`src/rtl/mio_pkg.sv`:
```
// Shared types for the MIO two-master arbiter: FSM state encoding and master indices.
package mio_pkg;

  typedef enum logic [1:0] {
    MIO_IDLE = 2'd0,
    MIO_BUS  = 2'd1,
    MIO_ACK  = 2'd2
  } mio_state_e;

  localparam logic MIO_M_CPU = 1'b0;
  localparam logic MIO_M_DMA = 1'b1;

endpackage

```
`src/rtl/mio_arbiter_if.sv`:
```
// Master-side handshakes and decoder-side bus of the MIO arbiter, bundled as one interface.
interface mio_arbiter_if;
  logic        m0_req;
  logic        m0_we;
  logic [31:0] m0_addr;
  logic [31:0] m0_wdata;
  logic        m0_ack;
  logic [31:0] m0_rdata;

  logic        m1_req;
  logic        m1_we;
  logic [31:0] m1_addr;
  logic [31:0] m1_wdata;
  logic        m1_ack;
  logic [31:0] m1_rdata;

  logic [31:0] mem_a;
  logic [31:0] d_t_mem;
  logic        wmem;
  logic        rmem;
  logic [31:0] d_f_mem;

  logic        owner;
  logic        busy;

  // Arbiter side
  modport slave (
    input  m0_req, m0_we, m0_addr, m0_wdata,
    input  m1_req, m1_we, m1_addr, m1_wdata,
    input  d_f_mem,
    output m0_ack, m0_rdata, m1_ack, m1_rdata,
    output mem_a, d_t_mem, wmem, rmem, owner, busy
  );

  // Masters plus decoder, as seen from outside the arbiter
  modport master (
    output m0_req, m0_we, m0_addr, m0_wdata,
    output m1_req, m1_we, m1_addr, m1_wdata,
    output d_f_mem,
    input  m0_ack, m0_rdata, m1_ack, m1_rdata,
    input  mem_a, d_t_mem, wmem, rmem, owner, busy
  );
endinterface

```
`src/rtl/mio_arbiter.sv`:
```
// Two-master MIO bus arbiter: CPU has fixed priority, a starvation counter forces DMA progress.
// Each access holds the bus WAIT_CYCLES cycles, then pulses a one-cycle ack with read data.
module mio_arbiter
  import mio_pkg::*;
#(
  parameter int unsigned WAIT_CYCLES = 1,
  parameter int unsigned MAX_STARVE  = 8
) (
  input  logic          clk,
  input  logic          rst,
  mio_arbiter_if.slave  bus_io
);

  localparam int unsigned CntW    = (WAIT_CYCLES > 1) ? $clog2(WAIT_CYCLES) : 1;
  localparam int unsigned StarveW = $clog2(MAX_STARVE + 1);
  localparam logic [CntW-1:0]    CntLoad   = CntW'(WAIT_CYCLES - 1);
  localparam logic [StarveW-1:0] StarveMax = StarveW'(MAX_STARVE);

  mio_state_e         state_q, state_d;
  logic               owner_q, owner_d;
  logic [CntW-1:0]    cnt_q, cnt_d;
  logic [StarveW-1:0] starve_q, starve_d;
  logic [31:0]        rdata_q, rdata_d;

  logic any_req;
  logic win_dma;
  logic cur_we;

  assign any_req = bus_io.m0_req | bus_io.m1_req;
  // DMA wins when alone, or when it has lost MAX_STARVE arbitrations in a row
  assign win_dma = bus_io.m1_req & (~bus_io.m0_req | (starve_q == StarveMax));
  assign cur_we  = (owner_q == MIO_M_DMA) ? bus_io.m1_we : bus_io.m0_we;

  always_ff @(posedge clk or posedge rst) begin
    if (rst) begin
      state_q  <= MIO_IDLE;
      owner_q  <= MIO_M_CPU;
      cnt_q    <= '0;
      starve_q <= '0;
      rdata_q  <= '0;
    end else begin
      state_q  <= state_d;
      owner_q  <= owner_d;
      cnt_q    <= cnt_d;
      starve_q <= starve_d;
      rdata_q  <= rdata_d;
    end
  end

  always_comb begin
    state_d  = state_q;
    owner_d  = owner_q;
    cnt_d    = cnt_q;
    starve_d = starve_q;
    rdata_d  = rdata_q;
    unique case (state_q)
      MIO_IDLE: begin
        if (!bus_io.m1_req) begin
          starve_d = '0;
        end
        if (any_req) begin
          owner_d = win_dma ? MIO_M_DMA : MIO_M_CPU;
          cnt_d   = CntLoad;
          state_d = MIO_BUS;
          if (win_dma) begin
            starve_d = '0;
          end else if (bus_io.m1_req && (starve_q != StarveMax)) begin
            starve_d = starve_q + StarveW'(1);
          end
        end
      end
      MIO_BUS: begin
        if (cnt_q == '0) begin
          rdata_d = bus_io.d_f_mem;
          state_d = MIO_ACK;
        end else begin
          cnt_d = cnt_q - CntW'(1);
        end
      end
      MIO_ACK: begin
        state_d = MIO_IDLE;
      end
      default: begin
        state_d = MIO_IDLE;
      end
    endcase
  end

  always_comb begin
    bus_io.mem_a    = '0;
    bus_io.d_t_mem  = '0;
    bus_io.wmem     = 1'b0;
    bus_io.rmem     = 1'b0;
    bus_io.m0_ack   = 1'b0;
    bus_io.m1_ack   = 1'b0;
    bus_io.m0_rdata = '0;
    bus_io.m1_rdata = '0;
    if (state_q == MIO_BUS) begin
      bus_io.mem_a   = (owner_q == MIO_M_DMA) ? bus_io.m1_addr : bus_io.m0_addr;
      bus_io.d_t_mem = (owner_q == MIO_M_DMA) ? bus_io.m1_wdata : bus_io.m0_wdata;
      bus_io.rmem    = ~cur_we;
      // Single write strobe, in the last bus cycle only
      bus_io.wmem    = cur_we & (cnt_q == '0);
    end
    if (state_q == MIO_ACK) begin
      bus_io.m0_ack   = (owner_q == MIO_M_CPU);
      bus_io.m1_ack   = (owner_q == MIO_M_DMA);
      bus_io.m0_rdata = rdata_q;
      bus_io.m1_rdata = rdata_q;
    end
  end

  assign bus_io.owner = owner_q;
  assign bus_io.busy  = (state_q != MIO_IDLE);

endmodule

```
`src/flat_wrapper.sv`:
```
// flat-port wrapper written by rule: the top's interface ports become plain ports
module mio_arbiter_flat import mio_pkg::*;
#(
  parameter int unsigned WAIT_CYCLES = 1,
  parameter int unsigned MAX_STARVE  = 8
)
  (clk, rst, bus_io_m0_req, bus_io_m0_we, bus_io_m0_addr, bus_io_m0_wdata, bus_io_m1_req, bus_io_m1_we, bus_io_m1_addr, bus_io_m1_wdata, bus_io_d_f_mem, bus_io_m0_ack, bus_io_m0_rdata, bus_io_m1_ack, bus_io_m1_rdata, bus_io_mem_a, bus_io_d_t_mem, bus_io_wmem, bus_io_rmem, bus_io_owner, bus_io_busy);
  mio_arbiter_if bus_io_i ();
  input  logic clk;
  input  logic rst;
  input wire logic [$bits(bus_io_i.m0_req)-1:0] bus_io_m0_req;
  input wire logic [$bits(bus_io_i.m0_we)-1:0] bus_io_m0_we;
  input wire logic [$bits(bus_io_i.m0_addr)-1:0] bus_io_m0_addr;
  input wire logic [$bits(bus_io_i.m0_wdata)-1:0] bus_io_m0_wdata;
  input wire logic [$bits(bus_io_i.m1_req)-1:0] bus_io_m1_req;
  input wire logic [$bits(bus_io_i.m1_we)-1:0] bus_io_m1_we;
  input wire logic [$bits(bus_io_i.m1_addr)-1:0] bus_io_m1_addr;
  input wire logic [$bits(bus_io_i.m1_wdata)-1:0] bus_io_m1_wdata;
  input wire logic [$bits(bus_io_i.d_f_mem)-1:0] bus_io_d_f_mem;
  output wire logic [$bits(bus_io_i.m0_ack)-1:0] bus_io_m0_ack;
  output wire logic [$bits(bus_io_i.m0_rdata)-1:0] bus_io_m0_rdata;
  output wire logic [$bits(bus_io_i.m1_ack)-1:0] bus_io_m1_ack;
  output wire logic [$bits(bus_io_i.m1_rdata)-1:0] bus_io_m1_rdata;
  output wire logic [$bits(bus_io_i.mem_a)-1:0] bus_io_mem_a;
  output wire logic [$bits(bus_io_i.d_t_mem)-1:0] bus_io_d_t_mem;
  output wire logic [$bits(bus_io_i.wmem)-1:0] bus_io_wmem;
  output wire logic [$bits(bus_io_i.rmem)-1:0] bus_io_rmem;
  output wire logic [$bits(bus_io_i.owner)-1:0] bus_io_owner;
  output wire logic [$bits(bus_io_i.busy)-1:0] bus_io_busy;
  assign bus_io_i.m0_req = bus_io_m0_req;
  assign bus_io_i.m0_we = bus_io_m0_we;
  assign bus_io_i.m0_addr = bus_io_m0_addr;
  assign bus_io_i.m0_wdata = bus_io_m0_wdata;
  assign bus_io_i.m1_req = bus_io_m1_req;
  assign bus_io_i.m1_we = bus_io_m1_we;
  assign bus_io_i.m1_addr = bus_io_m1_addr;
  assign bus_io_i.m1_wdata = bus_io_m1_wdata;
  assign bus_io_i.d_f_mem = bus_io_d_f_mem;
  assign bus_io_m0_ack = bus_io_i.m0_ack;
  assign bus_io_m0_rdata = bus_io_i.m0_rdata;
  assign bus_io_m1_ack = bus_io_i.m1_ack;
  assign bus_io_m1_rdata = bus_io_i.m1_rdata;
  assign bus_io_mem_a = bus_io_i.mem_a;
  assign bus_io_d_t_mem = bus_io_i.d_t_mem;
  assign bus_io_wmem = bus_io_i.wmem;
  assign bus_io_rmem = bus_io_i.rmem;
  assign bus_io_owner = bus_io_i.owner;
  assign bus_io_busy = bus_io_i.busy;
  mio_arbiter #(.WAIT_CYCLES(WAIT_CYCLES), .MAX_STARVE(MAX_STARVE)) u_core (.clk(clk), .rst(rst), .bus_io(bus_io_i));
endmodule
```
`config.mk`:
```
export PLATFORM = sky130hd
export DESIGN_NAME = mio_arbiter_flat
export DESIGN_NICKNAME = d
export VERILOG_FILES = /design/src/rtl/mio_pkg.sv /design/src/rtl/mio_arbiter_if.sv /design/src/rtl/mio_arbiter.sv /design/src/flat_wrapper.sv
export SDC_FILE = /design/constraint.sdc
export NUM_CORES = 1
export LEC_CHECK = 0
export ABC_AREA = 1
export CAP_MARGIN = 10
export CORE_AREA = 2 2 118 120
export DETAILED_ROUTE_END_ITERATION = 16
export DIE_AREA = 0 0 120 122
export HOLD_SLACK_MARGIN = 0.02
export MAX_ROUTING_LAYER = met4
export PLACE_DENSITY = 0.66
export SLEW_MARGIN = 20
export SYNTH_ARGS = -nofsm -noshare
export SYNTH_HDL_FRONTEND = slang
export SYNTH_SLANG_ARGS = --single-unit
```
`constraint.sdc`:
```
create_clock -name clk -period 1.9 [get_ports clk]
set_input_delay 0.38 -clock clk [delete_from_list [all_inputs] [get_ports clk]]
set_output_delay 0.38 -clock clk [all_outputs]
set_load 0.02 [all_outputs]
```
Yosys cells after proc, flatten, opt, wreduce, memory -nomap -nowiden

Cells that the tools add are included.

Equality and inequality tests: 6
Reduce and logical (&&, ||, !) cells: 8
Add/subtract/negate cells: 2
Bitwise gates (word level): 8
Multiplexer cells: 21

Operators by type and width:

| cell                                                  | count |
|---|---|
| two-way mux 32 bit                                    | 5 |
| two-way mux 4 bit                                     | 4 |
| two-way mux 1 bit                                     | 8 |
| AND reduction 2 bit                                   | 4 |
| adder 4 x 1 -> 4 bit, second input constant           | 1 |
| equality test 4 bit, second input constant            | 1 |
| two-way mux 2 bit                                     | 2 |
| inequality test 4 bit, second input constant          | 1 |
| inverter 1 bit                                        | 4 |
| one-hot mux 2 bit (2 select lines)                    | 1 |
| nonzero test 2 bit                                    | 2 |
| bitwise AND 1 bit                                     | 2 |
| equality test 2 x 1 -> 1 bit, second input constant   | 1 |
| equality test 2 bit, second input constant            | 1 |
| zero test 2 bit                                       | 1 |
| inequality test 2 x 1 -> 1 bit, second input constant | 1 |
| inequality test 2 bit, second input constant          | 1 |
| OR 1 bit                                              | 2 |
| one-hot mux 1 bit (2 select lines)                    | 1 |
| logical AND 1 bit                                     | 1 |
| subtractor 1 bit, second input constant               | 1 |

Output and inout bits: 134
Logic and storage cells: 50
Register bits: 40
Input port bits: 166

Depth between registers and ports, before layout

Depth in word-level cells: 5
Depth in mapped cells: 8
Depth with buffers taken out: 8

Least setup slack after synthesis

OpenSTA, ideal clock, no wires.

Path kind: flip-flop to output port
Start: register u_core.owner_q, in the netlist u_core.bus_io.owner
End: output port bus_io_d_t_mem[0]
Data required time: 1.520 ns
Path buffers: 3
Arrival time: 1.363 ns
Setup slack: 0.157 ns
Cell stages (with the launch flop): 7
Cell sequence: dfrtp_1 > clkbuf_2 > inv_1 > buf_4 > buf_2 > nand2_1 > a21oi_1

Longest elaborated chain between the ends: 2

Ends and longest elaborated chain:

| what                   | RTL line           | text |
|---|---|---|
| start, declared        | mio_arbiter.sv:20  | `logic owner_q, owner_d;` |
| start signal, assigned | mio_arbiter.sv:43  | `owner_q <= owner_d;` |
| two-way mux 32 bit     | mio_arbiter.sv:100 | `bus_io.d_t_mem = (owner_q == MIO_M_DMA) ? bus_io.m1_wdata : bus_io.m0_wdata;` |
| two-way mux 32 bit     | mio_arbiter.sv:98  | `if (state_q == MIO_BUS) begin` |
| end, declared          | flat_wrapper.sv:25 | `output wire logic [$bits(bus_io_i.d_t_mem)-1:0] bus_io_d_t_mem;` |

Every way passes these cells.

Worst setup path in the final report

Start: register u_core.state_q[1]
End: output port bus_io_m1_rdata[11]

Longest elaborated chain between the ends: 2

Ends and longest elaborated chain:

| what                   | RTL line           | text |
|---|---|---|
| start, declared        | mio_arbiter.sv:19  | `mio_state_e state_q, state_d;` |
| start signal, assigned | mio_arbiter.sv:42  | `state_q <= state_d;` |
| equality test 2 bit    | mio_arbiter.sv:105 | `if (state_q == MIO_ACK) begin` |
| two-way mux 32 bit     | mio_arbiter.sv:105 |  |
| end, declared          | flat_wrapper.sv:23 | `output wire logic [$bits(bus_io_i.m1_rdata)-1:0] bus_io_m1_rdata;` |

Every way passes these cells.

==> metrics.md <==
| Metric | Value |
|---|---|
| Status | `completed` |
| CP Data Required Time | `about 1500 ps` |
| Row cnt | `43` |
| Synthesized area per cell | `6.22 µm²` |
| Post-Syn Area | `2930 µm²` |
| Post-Place Worst Slack | `-261 ps` |
| P_leak | `between 2 and 3 nW` |
| Drt first pass iters | `4` |
| Placeable Area | `13500 µm²` |
| Io pins | `300` |
| Largest net degree at the start of global routing | `66` |
| Post-CTS Hold Fix Bufs | `0` |
| Crit path max fanout | `16` |
| DP Area | `between 6000 and 7000 µm²` |
| Final Skew | `around 7.4 ps` |
| Drt initial violations | `140` |
| Maximum vdd drop | `between 0.0006 and 0.0007 V` |
| Gate power share | `72.0%` |
| Distinct cells, synth | `18` |
| Sw frac | `between 40% and 50%` |
| Clk pin slew, worst setup/hold paths | `roughly 60 ps` |
| Number of setup violations in the final report | `0` |
| Setup TNS | `0 ps` |
| PwrDens | `about 1400 nW/µm²` |
| First-pass GRT wire length | `18.6 mm` |
| # DRC | `0` |
| Hold Path Class | `input pin to asynchronous set/reset pin` |
| Post-synth top area share | `between 30% and 40%` |
| Post-route cell area | `slightly below 6000 µm²` |
| H-tree levels | `2` |
| Top cells by area in the synthesized netlist | `dfrtp_1 (33%), nand2_1 (22%), a21oi_1 (11%)` |
| Clk pwr share | `11.4%` |
| Least-Margin Pin Slew | `546 ps` |
| Max_cap viols | `0` |
| Max clock buf depth | `2` |
| YS warnings | `0` |
| Num CTS Buffers | `5` |
| Gr ovfl total | `0` |
| Final Critical Period | `1890 ps` |
| Input/output buffers | `299` |
| Die Ht | `122 µm` |
| Fill count | `1428` |
| Detail-routed via count per cell | `roughly 4.1` |
| Part of the power in registers | `between 10% and 20%` |
| Critical Path Sink Type | `output port` |
| Area grow syn2layout | `101%` |
| Post-DP HPWL | `9.86 mm` |
| RSZ-0062 raised after global routing | `true` |
| GP Congestion | `0.809` |
| Switching Power | `about 4 mW` |
| Vias in the first global route | `between 3000 and 4000` |
| Register area share after synthesis | `about a third` |
| FF+latch count, synth | `39` |
| Total global-route track usage | `around 17%` |
| Final Total Pwr | `8.26 mW` |
| Vias | `between 3000 and 4000` |
| Clock latency on the worst-skew pair | `around 280 ps` |
| Cells after Synth | `~470` |
| Initial core utilization | `a little over a fifth` |
| Post-route setup slack | `a little under 7 ps` |
| Width of the chip | `approximately 120 µm` |
| Final worst-path cycle share | `99.6%` |
| Internal | `between 4 and 5 mW` |
| Max-Slew Margin vs Limit | `between 60% and 70%` |
| Kind of critical path | `flip-flop to output port` |
| Layout cells sized above 1 | `26.8%` |
| Final hold vios | `0` |
| Dpl cells | `914` |
| Final design utilization | `a little over two fifths` |
| Max Fclk | `between 0.5 and 0.6 GHz` |
| Antenna diodes | `0` |
| # nets final | `around 910` |
| Worst hold margin | `between 500 and 600 ps` |
| Worst Setup Start Kind | `flip-flop` |
| Clk sinks | `39` |
| Detailed Route WL | `approximately 13 mm` |
| TritonCTS clock tree | `built` |
| Max-slew violations | `0` |
| Area leader, netlist | `dfrtp_1` |
| Initial antenna violation count | `0` |
| Die Area | `between 10000 and 15000 µm²` |
| CTS root buffer | `clkbuf_16` |
| Syn Nets | `between 600 and 700` |
| CP arrival | `about 1500 ps` |
| WL/cell | `13.8 µm` |
| Finished Layout Cells | `926` |
| Final ANT Viol Nets | `0` |
## cell families after synthesis
logic type      count (synthesis)  synth area share (%)
compound gates                100                  17.2
xor+xnor                        1                 0.299
fa+ha+maj                       2                 0.855
buf+inv                       107                  19.2
flops                          39                  33.3
mux                             1                 0.342
simple gates                  221                  28.8
## area by class of cell
cell class	instances	area, µm²	area share (%)
well taps	180	225	3.83
flip-flops and latches	39	977	16.6
repair buffers	332	2870	48.8
inverters	43	169	2.87
clock inverters	2	37.5	0.638
clock buffers	5	125	2.13
multi-input cells	325	1480	25.1
## layout by cell type (no fill, tap or decap), types with 2 or more instances in the layout
cell type / synthesis / final
a21oi_1: 65 / 54
a21oi_2: 0 / 11
buf_12: 0 / 9
buf_2: 22 / 80
buf_4: 35 / 61
buf_6: 0 / 5
clkbuf_16: 0 / 5
clkbuf_2: 1 / 5
clkdlybuf4s15_2: 0 / 3
clkdlybuf4s50_1: 0 / 165
dfrtp_1: 39 / 38
dlygate4sd2_1: 0 / 2
ha_1: 2 / 2
inv_1: 42 / 40
nand2_1: 173 / 171
nand3_1: 3 / 3
nor2_1: 43 / 35
nor2_2: 0 / 8
o21ai_0: 34 / 34
## flip-flops by register name, indices dropped and copies added (netlist names)
register / flops
u_core.rdata_q: 32
u_core.state_q: 2
u_core.starve_q: 4
u_core.bus_io.owner: 1
## worst paths after layout
| check | startpoint | end | slack, ps | cells after the start |
|---|---|---|---|---|
| max in group asynchronous | rst | u_core.bus_io.owner | 1020 | 3 |
| setup reg to reg | u_core.state_q[1] | u_core.rdata_q[6] | 430 | 4 |
| setup / recovery | u_core.state_q[1] | bus_io_m1_rdata[11] | 7 | 5 |
| hold / removal | rst | u_core.rdata_q[11] | 520 | 3 |
| min in group clk | u_core.rdata_q[29] | u_core.rdata_q[29] | 540 | 2 |
| hold reg to reg | u_core.rdata_q[29] | u_core.rdata_q[29] | 540 | 2 |
## cells in the mapped netlist
library cell,n
mux2i_1,1
nand3_1,3
dfrtp_1,39
clkbuf_2,1
a21oi_1,65
ha_1,2
nor2_4,1
clkbuf_1,6
o21bai_1,1
and2_1,1
buf_4,35
inv_1,42
inv_2,1
nor2_1,43
xor2_1,1
buf_2,22
nand2_1,173
o21ai_0,34
## routing by layer
| metal | share of wire (%) | wire, µm | up-vias | track usage, % |
|---|---|---|---|---|
| li1 | - | - | 1963 | - |
| met1 | 43 | 5480 | 1662 | 19.9 |
| met2 | 47 | 6000 | 197 | 28.3 |
| met3 | 8.5 | 1090 | 16 | 3.70 |
| met4 | 1.5 | 193 | 0 | 4.19 |
| met5 | 0 | 0 | - | - |
## power by group through the flow
stage          combinational (mW)  clock [mW]  sequential (mW)
2_1_floorplan                3.43           0             1.34
3_3_place_gp                 6.20           0             1.35
3_5_place_dp                 6.20           0             1.38
4_1_cts                      5.85       0.965             1.38
5_1_grt                      6.47       0.987             1.41
6_report                     5.95       0.940             1.37
## critical path: stages, from the launching register on
cell	delay [ps]
dfrtp_1	380
buf_4	140
nand2_4	70
bufbuf_16	300
nor2_2	160
buf_4	170
## repair_timing
item | 4_1_cts | 5_1_grt
endpoints found under the setup margin | 134 | 103
buffers inserted | 2 | 2
gates cloned | 1 | 0
gates resized for setup | 517 | 92
pin swaps | 1 | 1
(Power assumes the default switching activity.)
